`config.mk`:
```
export PLATFORM = sky130hd
export DESIGN_NAME = lemon_ifu
export DESIGN_NICKNAME = d
export VERILOG_FILES = /design/src/rtl/lemon_ifu.sv
export SDC_FILE = /design/constraint.sdc
export NUM_CORES = 1
export LEC_CHECK = 0
export CAP_MARGIN = 30
export CORE_MARGIN = 2
export CORE_UTILIZATION = 43
export CTS_CLUSTER_DIAMETER = 100
export CTS_CLUSTER_SIZE = 12
export DETAILED_ROUTE_END_ITERATION = 8
export GPL_ROUTABILITY_DRIVEN = 0
export GPL_TIMING_DRIVEN = 0
export MAX_ROUTING_LAYER = met4
export PLACE_DENSITY_LB_ADDON = 0.05
export RECOVER_POWER = 100
export SLEW_MARGIN = 25
export SYNTH_ARGS = -nofsm -noshare
export SYNTH_HDL_FRONTEND = slang
export SYNTH_SLANG_ARGS = --single-unit
```
`constraint.sdc`:
```
create_clock -name clk -period 7.95 [get_ports clk]
set_clock_uncertainty 0.15 [all_clocks]
set_input_delay 1.9875 -clock clk [delete_from_list [all_inputs] [get_ports clk]]
set_output_delay 1.9875 -clock clk [all_outputs]
set_load 0.05 [all_outputs]
```
`src/rtl/lemon_ifu.sv`:
```
// lemon_ifu -- single-outstanding instruction fetch unit.
//
// Purpose:
//   Walks a PC, issues one fetch request at a time, registers the returned
//   instruction and holds it until downstream takes it.  Redirects
//   (branch/jump) take priority over every other transition.  A request
//   already in flight when a redirect hits is marked stale, and its
//   response is dropped when it arrives.
//
// Ports:
//   clk, rst                  clock (rising edge), async active-high reset
//   req_valid/req_ready       fetch request handshake, req_addr = current PC
//   resp_valid/resp_data      memory response (one per accepted request)
//   inst_valid/inst_ready     downstream handshake, inst + inst_pc held stable
//   redirect_valid/_pc        redirect the fetch stream
//   fetch_cnt                 instructions handed downstream (wraps)
//   fault                     misaligned-redirect fault
//
// Configuration:
//   IFU_MISALIGN_CHECK_EN  defined: a redirect with redirect_pc[1:0] != 0
//                          parks the unit in FAULT until an aligned redirect.
//                          undefined: the low two target bits are cleared and
//                          fault is tied 0.

module lemon_ifu #(
  parameter int              XLEN     = 64,
  parameter logic [XLEN-1:0] RESET_PC = 64'h0000_0000_8000_0000,
  parameter int              ILEN     = 32
) (
  input  logic            clk,
  input  logic            rst,
  output logic            req_valid,
  input  logic            req_ready,
  output logic [XLEN-1:0] req_addr,
  input  logic            resp_valid,
  input  logic [ILEN-1:0] resp_data,
  output logic            inst_valid,
  input  logic            inst_ready,
  output logic [ILEN-1:0] inst,
  output logic [XLEN-1:0] inst_pc,
  input  logic            redirect_valid,
  input  logic [XLEN-1:0] redirect_pc,
  output logic [XLEN-1:0] fetch_cnt,
  output logic            fault
);

  localparam logic [XLEN-1:0] STEP = XLEN'(ILEN / 8);

  typedef enum logic [1:0] {
    S_REQ   = 2'd0,
    S_WAIT  = 2'd1,
    S_HOLD  = 2'd2
`ifdef IFU_MISALIGN_CHECK_EN
    ,S_FAULT = 2'd3
`endif
  } state_t;

  state_t          state_q, state_d;
  logic [XLEN-1:0] pc_q, pc_d;
  logic [ILEN-1:0] inst_q, inst_d;
  logic [XLEN-1:0] inst_pc_q, inst_pc_d;
  logic [XLEN-1:0] fetch_cnt_q, fetch_cnt_d;
  logic            stale_q, stale_d;

  // redir_ok: redirect that actually loads a new PC.
  // redir_state: where a redirect sends the FSM (REQ, or FAULT if misaligned).
  logic [XLEN-1:0] redir_tgt;
  logic            redir_ok;
  state_t          redir_state;
  logic            req_fire;

`ifdef IFU_MISALIGN_CHECK_EN
  assign redir_tgt   = redirect_pc;
  assign redir_ok    = redirect_valid && (redirect_pc[1:0] == 2'b00);
  assign redir_state = redir_ok ? S_REQ : S_FAULT;
  assign fault       = (state_q == S_FAULT);
`else
  assign redir_tgt   = redirect_pc & {{(XLEN-2){1'b1}}, 2'b00};
  assign redir_ok    = redirect_valid;
  assign redir_state = S_REQ;
  assign fault       = 1'b0;
`endif

  // A stale request is still in flight while stale_q is set, so no new
  // request may go out until its response has been absorbed.
  assign req_valid  = (state_q == S_REQ) && !stale_q;
  assign req_fire   = req_valid && req_ready;
  assign req_addr   = pc_q;
  assign inst_valid = (state_q == S_HOLD);
  assign inst       = inst_q;
  assign inst_pc    = inst_pc_q;
  assign fetch_cnt  = fetch_cnt_q;

  always_comb begin
    state_d     = state_q;
    pc_d        = pc_q;
    inst_d      = inst_q;
    inst_pc_d   = inst_pc_q;
    fetch_cnt_d = fetch_cnt_q;
    stale_d     = stale_q;

    // The discarded response can land in any state; absorbing it clears stale.
    if (resp_valid && stale_q) stale_d = 1'b0;

    case (state_q)
      S_REQ: begin
        if (redirect_valid) begin
          state_d = redir_state;
          if (redir_ok) pc_d = redir_tgt;
          if (req_fire) stale_d = 1'b1;
        end else if (req_fire) begin
          state_d = S_WAIT;
        end
      end

      S_WAIT: begin
        if (redirect_valid) begin
          if (redir_ok) pc_d = redir_tgt;
          if (resp_valid) begin
            // Response for the old PC arrives with the redirect: drop it now.
            stale_d = 1'b0;
            state_d = redir_state;
          end else begin
            stale_d = 1'b1;
            state_d = redir_ok ? S_WAIT : redir_state;
          end
        end else if (resp_valid) begin
          if (stale_q) begin
            state_d = S_REQ;
          end else begin
            inst_d    = resp_data;
            inst_pc_d = pc_q;
            state_d   = S_HOLD;
          end
        end
      end

      S_HOLD: begin
        if (inst_ready) fetch_cnt_d = fetch_cnt_q + XLEN'(1);
        if (redirect_valid) begin
          state_d = redir_state;
          if (redir_ok) pc_d = redir_tgt;
        end else if (inst_ready) begin
          pc_d    = pc_q + STEP;
          state_d = S_REQ;
        end
      end

`ifdef IFU_MISALIGN_CHECK_EN
      S_FAULT: begin
        if (redir_ok) begin
          pc_d    = redir_tgt;
          state_d = S_REQ;
        end
      end
`endif

      default: state_d = S_REQ;
    endcase
  end

  always_ff @(posedge clk or posedge rst) begin
    if (rst) begin
      state_q     <= S_REQ;
      pc_q        <= RESET_PC;
      inst_q      <= '0;
      inst_pc_q   <= '0;
      fetch_cnt_q <= '0;
      stale_q     <= 1'b0;
    end else begin
      state_q     <= state_d;
      pc_q        <= pc_d;
      inst_q      <= inst_d;
      inst_pc_q   <= inst_pc_d;
      fetch_cnt_q <= fetch_cnt_d;
      stale_q     <= stale_d;
    end
  end

endmodule

```
==> metrics.md, run 1 <==
| Metric | Value |
|---|---|
| Outcome | `finished, violations left` |
| Failing checks | `max-capacitance violations, max-slew violations` |
| CP peak stage delay | `~1.3 ns` |
| Post-synth top area cell | `dfrtp_1` |
| CP Buf/Inv Count | `4` |
| Routed wire length | `38500 µm` |
| Cell Count, Final, Fillers Out | `1772` |
| Asr flop ratio synth | `100%` |
| Layout Nets | `1529` |
| Die Ht | `between 150 and 200 µm` |
| RSZ-0062 raised after global routing | `false` |
| Core Region | `roughly 26000 µm²` |
| Worst r2r path cells | `8` |
| Starting Density | `43.4%` |
| R2R setup slack | `4.62 ns` |
| Multi-input logic area | `5180 µm²` |
| Final setup viols | `0` |
| Min Clock Period, post-route | `~5.6 ns` |
| CTS Root Cell | `clkbuf_16` |
| DRT iter0 DRCs | `approximately 950` |
| Vias per cell | `5.87` |
| Gate Count Post-Synth | `1067` |
| DRC viols | `0` |
| Final Hold Vio Count | `0` |
| Worst VDD drop | `between 0.3 and 0.4 mV` |
| CP endpoint | `inst_pc[7]$_DFFE_PP0P_` |
| Syn_area_per_cell | `10.5 µm²` |
| Largest family of logic cells by synthesized area | `simple AND/OR/NAND/NOR gates` |
| Sequential cell area fraction in the yosys report | `49.8%` |
| Slew HR | `-14.9%` |
| Internal | `2.63 mW` |
| First-pass GRT wire length | `58900 µm` |
| Period utilization | `70.6%` |
| Synth Flop Type | `dfrtp_1` |
| Clk pin slew, worst setup/hold paths | `0.06 ns` |
| Ports | `329` |
| Switching Share | `around 44%` |
| EDFF count, synth | `0` |
| Setup TNS | `0 ns` |
| Post-synthesis simple-gate area fraction | `21.0%` |
| Gate power share | `approximately 45%` |
| Setup crit end kind | `async pin` |
| Post-CTS Setup Inserts | `0` |
| Syn-to-layout area delta | `38.9%` |
| Overflow after GRT | `0` |
| Dpl cells | `1736` |
| Top cells by area, synth | `dfrtp_1, mux2_2, nand4_1` |
| Critical path depth | `4` |
| Pwr Density | `303 nW/µm²` |
| Vias in the first global route | `10200` |
| Worst setup startpoint | `rst` |
| CTS-repair resized insts | `0` |
| Family with the most delay on the worst path | `buffers and inverters` |
| Critical Path AT | `between 5 and 6 ns` |
| Cts hold-fix bufs | `0` |
| TritonCTS buffer count | `22` |
| Slew @ Worst Pin | `1.72 ns` |
| Sw Pwr | `2.09 mW` |
| Critical path required time | `8.10 ns` |
| CTS tree | `yes` |
| Worst min-delay path class | `flop to flop` |
| DR vias | `between 10000 and 15000` |
| Die area | `between 20000 and 30000 µm²` |
| Compound-Gate Fraction of Synth Area | `under 10%` |
| Share of cells above drive strength 1 | `11.1%` |
| Critical Path, Cell by Cell | `dlygate4sd3_1 > clkinvlp_2 > clkbuf_1 > clkbuf_1` |
| Total Routing Usage GR | `between 20% and 30%` |
| Length of the first detailed-routing pass in iterations | `5` |
| Max Clk Rate | `178 MHz` |
| Multiplexer share of the synthesized area | `around a tenth` |
| Die X | `approximately 170 µm` |
| Yosys cell types | `80` |
| Crit Path Class | `input port to async pin` |
| Worst R2R End | `req_addr[4]$_DFFE_PP0P_` |
| CTS sink count | `approximately 220` |
| Sequential power share | `34.5%` |
| Leak Pwr | `6.57 nW` |
| Max_cap viols | `2` |
| Clock power share | `between 20% and 30%` |
| Ys Warns | `0` |
| H-Tree Level Count | `1` |
| Port bufs | `321` |
| Initial antenna violation count | `4` |
| Worst R2R Start | `state_q[0]$_DFFE_PP0P_` |
| Final ANT Viol Nets | `0` |
| Clk_lat worst skew | `about 0.5 ns` |
| Hold_ws | `0.326 ns` |
| Critical path launch point type | `input port` |
| Top cell type's share of synthesized area | `between 40% and 50%` |
| FF/Latch Area | `between 5000 and 6000 µm²` |
| Fill count | `2322` |
| Synth Area in Adders | `0.223%` |
| Most common cell on crit path | `clkbuf_1` |
| Largest net degree at the start of global routing | `33` |
| Max FO, Critical Path | `29` |
| Yosys reg bits | `roughly 220` |
| Clock tree buffer depth | `3` |
| Post-Syn Area | `approximately 11000 µm²` |
| Slowest CP cell | `clkbuf_1` |
| Slew Limit Fails | `62` |
| Row cnt | `a little under 60` |
| XOR/XNOR Fraction of Synth Area | `around 4.9%` |
| Routed length per instance | `21.7 µm` |
| Final HPWL from detailed placement | `28400 µm` |
metal layers:
layer	vias to the layer above	part of all wire [%]	track usage (%)
li1	4677	-	-
met1	5085	42	38.6
met2	539	45	43.0
met3	100	9.6	6.84
met4	0	3.5	10.0
met5	-	0	-
state kept, by name, summed over array words and instances, names as in the netlist:
signal	cells
inst_pc	62
state_q	2
inst	32
stale_q	1
fetch_cnt	64
req_addr	62
per-stage QoR:
| step | util (%) | power [mW] | cell area [µm²] | worst slack [ns] |
|---|---|---|---|---|
| 3_3_place_gp | 57.5 | 3.87 | 14900 | 0.957 |
| 4_1_cts | 60.6 | 4.88 | 15700 | 3.41 |
| 5_1_grt | 60.2 | 4.92 | 15600 | 1.64 |
| 6_report | 60.2 | 4.72 | 15600 | 2.34 |
| 3_5_place_dp | 58.2 | 3.90 | 15000 | 2.91 |
| 2_1_floorplan | - | 3.06 | 11200 | 2.90 |
logic make-up (layout without fill, tap and decap cells):
logic type      count (synthesis)  count (layout)
compound gates                166             166
xor+xnor                       63              63
fa+ha+maj                       2               2
buf+inv                        89             451
flops                         223             223
mux                            99              99
other cells                     1               9
simple gates                  424             424
placed cells by master (no fill, tap or decap), drive strengths merged, types with 5 or more instances in the layout:
| master | netlist | layout |
|---|---|---|
| dlygate4sd3 | 0 | 225 |
| dfrtp | 222 | 222 |
| clkdlybuf4s50 | 0 | 96 |
| mux2 | 95 | 95 |
| clkbuf | 40 | 89 |
| nand2 | 81 | 81 |
| nand4 | 61 | 61 |
| nor2 | 58 | 58 |
| nand3 | 55 | 55 |
| a21oi | 43 | 43 |
| nor3 | 41 | 41 |
| xnor2 | 38 | 38 |
| and3 | 35 | 35 |
| xor2 | 25 | 25 |
| o21ai | 24 | 24 |
| and4 | 24 | 24 |
| nor4 | 22 | 22 |
| buf | 31 | 22 |
| inv | 17 | 16 |
| o22ai | 15 | 15 |
| a31oi | 11 | 11 |
| and2 | 11 | 11 |
| or3 | 10 | 10 |
| or4 | 9 | 9 |
| a211oi | 8 | 8 |
| o211ai | 8 | 8 |
| o22a | 6 | 6 |
| a311oi | 6 | 6 |
| a2bb2oi | 5 | 5 |
| conb | 1 | 5 |
power groups by stage:
stage          Clock [mW]  Combinational (mW)  Sequential (mW)
5_1_grt              1.02                2.22             1.67
3_5_place_dp            0                2.24             1.66
2_1_floorplan           0               0.423             2.64
6_report            0.965                2.13             1.62
3_3_place_gp            0                2.22             1.65
4_1_cts             0.987                2.25             1.64
worst register-to-register path, delay by kind of cell, from the launching register on:
| family | cells | cell delay (ns) |
|---|---|---|
| compound gates | 2 | 0.34 |
| buf+inv | 4 | 2.08 |
| simple gates | 2 | 0.34 |
| flops | 1 | 0.34 |
Yosys cell counts (all sizes together), types with 3 or more instances:
| cell | instances |
|---|---|
| a31oi | 11 |
| dfrtp | 222 |
| inv | 17 |
| a211oi | 8 |
| mux2i | 4 |
| xor2 | 25 |
| or3 | 10 |
| and2 | 11 |
| or4 | 9 |
| o22ai | 15 |
| a21oi | 43 |
| a2bb2oi | 5 |
| o22a | 6 |
| a22oi | 4 |
| o31ai | 3 |
| nor3 | 41 |
| nand3 | 55 |
| xnor2 | 38 |
| clkbuf | 40 |
| nor2b | 3 |
| nor3b | 4 |
| a311oi | 6 |
| mux2 | 95 |
| a22o | 3 |
| nand4 | 61 |
| buf | 31 |
| o21ai | 24 |
| nand2 | 81 |
| o211ai | 8 |
| and4 | 24 |
| a21o | 3 |
| nor2 | 58 |
| and3 | 35 |
| nor4 | 22 |
| o21a | 3 |
worst min path at each step:
stage | slack, ns | to | from | cells past startpoint
floorplan | 0.38 | stale_q$_DFF_PP0_ | stale_q$_DFF_PP0_ | 2
global placement | 0.31 | fetch_cnt[63]$_DFFE_PP0P_ | fetch_cnt[63]$_DFFE_PP0P_ | 1
detailed placement | 0.32 | fetch_cnt[63]$_DFFE_PP0P_ | fetch_cnt[63]$_DFFE_PP0P_ | 1
CTS | 0.33 | fetch_cnt[63]$_DFFE_PP0P_ | fetch_cnt[63]$_DFFE_PP0P_ | 1
global route | 0.35 | fetch_cnt[63]$_DFFE_PP0P_ | fetch_cnt[63]$_DFFE_PP0P_ | 1
finish | 0.33 | fetch_cnt[63]$_DFFE_PP0P_ | fetch_cnt[63]$_DFFE_PP0P_ | 1
final cells by class:
cell class / count / area share [%]
Sequential cell: 223 / 35.9
Multi-Input combinational cell: 759 / 33.3
Timing Repair Buffer: 330 / 21.4
Clock buffer: 31 / 3.89
Tap cell: 335 / 2.69
Buffer: 72 / 2.40
Inverter: 17 / 0.418
Antenna cell: 4 / 0.0643
Clock inverter: 1 / 0.0482
Power figures use the tool's default switching activity.
==> inputs of run 2 (changes only) <==
Settings changed: CORE_UTILIZATION 43 to 48.
Clock period 7.95 ns to 5.7 ns, I/O delays scaled along.
==> metrics.md, run 2 (same netlist as run 1, synthesis figures left out) <==
| Metric | Value |
|---|---|
| Port bufs | `approximately 320` |
| Syn-to-layout area delta | `38.8%` |
| RSZ-0062 raised after global routing | `false` |
| Routed wire length | `about 38000 µm` |
| CTS-repair resized insts | `0` |
| Final setup viols | `0` |
| Cts hold-fix bufs | `0` |
| Most frequent cells in the layout | `dlygate4sd3_1, dfrtp_1, clkdlybuf4s50_1, mux2_2, nand2_1` |
| Critical path launch point type | `input port` |
| Largest net degree at the start of global routing | `31` |
| First-pass GRT wire length | `57500 µm` |
| Max_cap viols | `1` |
| Vias per cell | `5.97` |
| Leak Pwr | `6.59 nW` |
| Overflow after GRT | `0` |
| Worst VDD drop | `0.353 mV` |
| Slew Limit Fails | `28` |
| Multi-input logic area | `~5200 µm²` |
| Initial antenna violation count | `1` |
| Critical Path AT | `4.91 ns` |
| Clk pin slew, worst setup/hold paths | `0.06 ns` |
| DR vias | `10400` |
| Max FFs per register | `64` |
| Ports | `~330` |
| Fill count | `1825` |
| Length of the first detailed-routing pass in iterations | `5` |
| Final Hold Vio Count | `0` |
| Share of cells above drive strength 1 | `~11%` |
| Starting Density | `49.2%` |
| Core Region | `22800 µm²` |
| Crit Path Class | `input port to async pin` |
| Die area | `24600 µm²` |
| Failing checks | `max-capacitance violations, max-slew violations` |
| Period utilization | `76.6%` |
| Worst min-delay path class | `flop to flop` |
| CTS tree | `yes` |
| Setup crit end kind | `async pin` |
| Die X | `157 µm` |
| Total Routing Usage GR | `31.1%` |
| Slew HR | `-2.83%` |
| Max FO, Critical Path | `30` |
| Slew @ Worst Pin | `roughly 1.5 ns` |
| Vias in the first global route | `10200` |
| Critical path required time | `6.25 ns` |
| Row cnt | `55` |
| Layout Nets | `about 1500` |
| FF/Latch Area | `5580 µm²` |
| Final HPWL from detailed placement | `27900 µm` |
| Pwr Density | `423 nW/µm²` |
| Clk_lat worst skew | `0.52 ns` |
| TritonCTS buffer count | `22` |
| Final ANT Viol Nets | `0` |
| DRC viols | `0` |
| CTS sink count | `223` |
| Routed length per instance | `21.7 µm` |
| Max Clk Rate | `229 MHz` |
| Min Clock Period, post-route | `4.37 ns` |
| DRT iter0 DRCs | `approximately 900` |
| Setup TNS | `0 ns` |
| Post-CTS Setup Inserts | `0` |
| Clock tree buffer depth | `3` |
| CTS Root Cell | `clkbuf_16` |
| Outcome | `finished, violations left` |
| Commonest non-fill, non-tap cell in the layout | `dlygate4sd3_1` |
| Hold_ws | `0.312 ns` |
| Die Ht | `157 µm` |
| H-Tree Level Count | `1` |
-- run 2: cell type report --
type | count | share of cell area, %
diodes | 1 | 0.0161
plain buffers | 72 | 2.40
clock buffers | 32 | 3.92
clock inverters | 1 | 0.0483
inverters | 17 | 0.418
multi-input cells | 759 | 33.3
flip-flops and latches | 223 | 35.9
well taps | 313 | 2.52
repair buffers | 331 | 21.5
-- run 2: metrics by stage --
| step | instance area [µm²] | power, mW | setup slack (ns) | utilization (%) | std cells |
|---|---|---|---|---|---|
| finish | 15600 | 6.58 | 1.33 | 68.3 | 1749 |
| global placement | 14800 | 5.39 | -0.630 | 65.1 | 1705 |
| floorplan | 11200 | 4.27 | 1.22 | - | 1071 |
| global route | 15600 | 6.83 | 0.878 | 68.3 | 1749 |
| detailed placement | 15000 | 5.44 | 1.19 | 66.0 | 1714 |
| CTS | 15700 | 6.79 | 1.72 | 68.7 | 1747 |
-- run 2: path summary, 6_finish.rpt --
| path | from | to | slack (ns) | cells after the start |
|---|---|---|---|---|
| max reg2reg | state_q[0]$_DFFE_PP0P_ | inst[26]$_DFFE_PP0P_ | 2.32 | 7 |
| min reg2reg | fetch_cnt[63]$_DFFE_PP0P_ | fetch_cnt[63]$_DFFE_PP0P_ | 0.31 | 1 |
| max in group clk | redirect_valid | req_addr[4]$_DFFE_PP0P_ | 1.39 | 8 |
| min in group asynchronous | rst | req_addr[43]$_DFFE_PP0P_ | 1.33 | 2 |
| min | fetch_cnt[63]$_DFFE_PP0P_ | fetch_cnt[63]$_DFFE_PP0P_ | 0.31 | 1 |
| max | rst | inst[0]$_DFFE_PP0P_ | 1.33 | 5 |
-- run 2: report_power, final --
part           total, mW  internal, mW  switching [mW]  leakage (nW)
clock               1.34         0.733           0.608         0.294
sequential          2.27          1.99           0.280          2.74
combinational       2.98         0.951            2.02          3.55
total               6.58          3.67            2.91          6.59
-- run 2: worst max-delay path, stage by stage --
cell           delay (ns)
dlygate4sd3_1        0.54
clkinvlp_2           0.51
clkbuf_1             1.18
clkbuf_1             0.92
buf_12               0.29
-- run 2: routing by layer --
metal  vias up  part of all wire (%)  global-route usage [%]
li1       4676                     -                       -
met1      5026                    41                    41.4
met2       626                    45                    46.6
met4         0                   4.2                    12.6
met5         -                     0                       -
met3       120                   9.4                    6.42
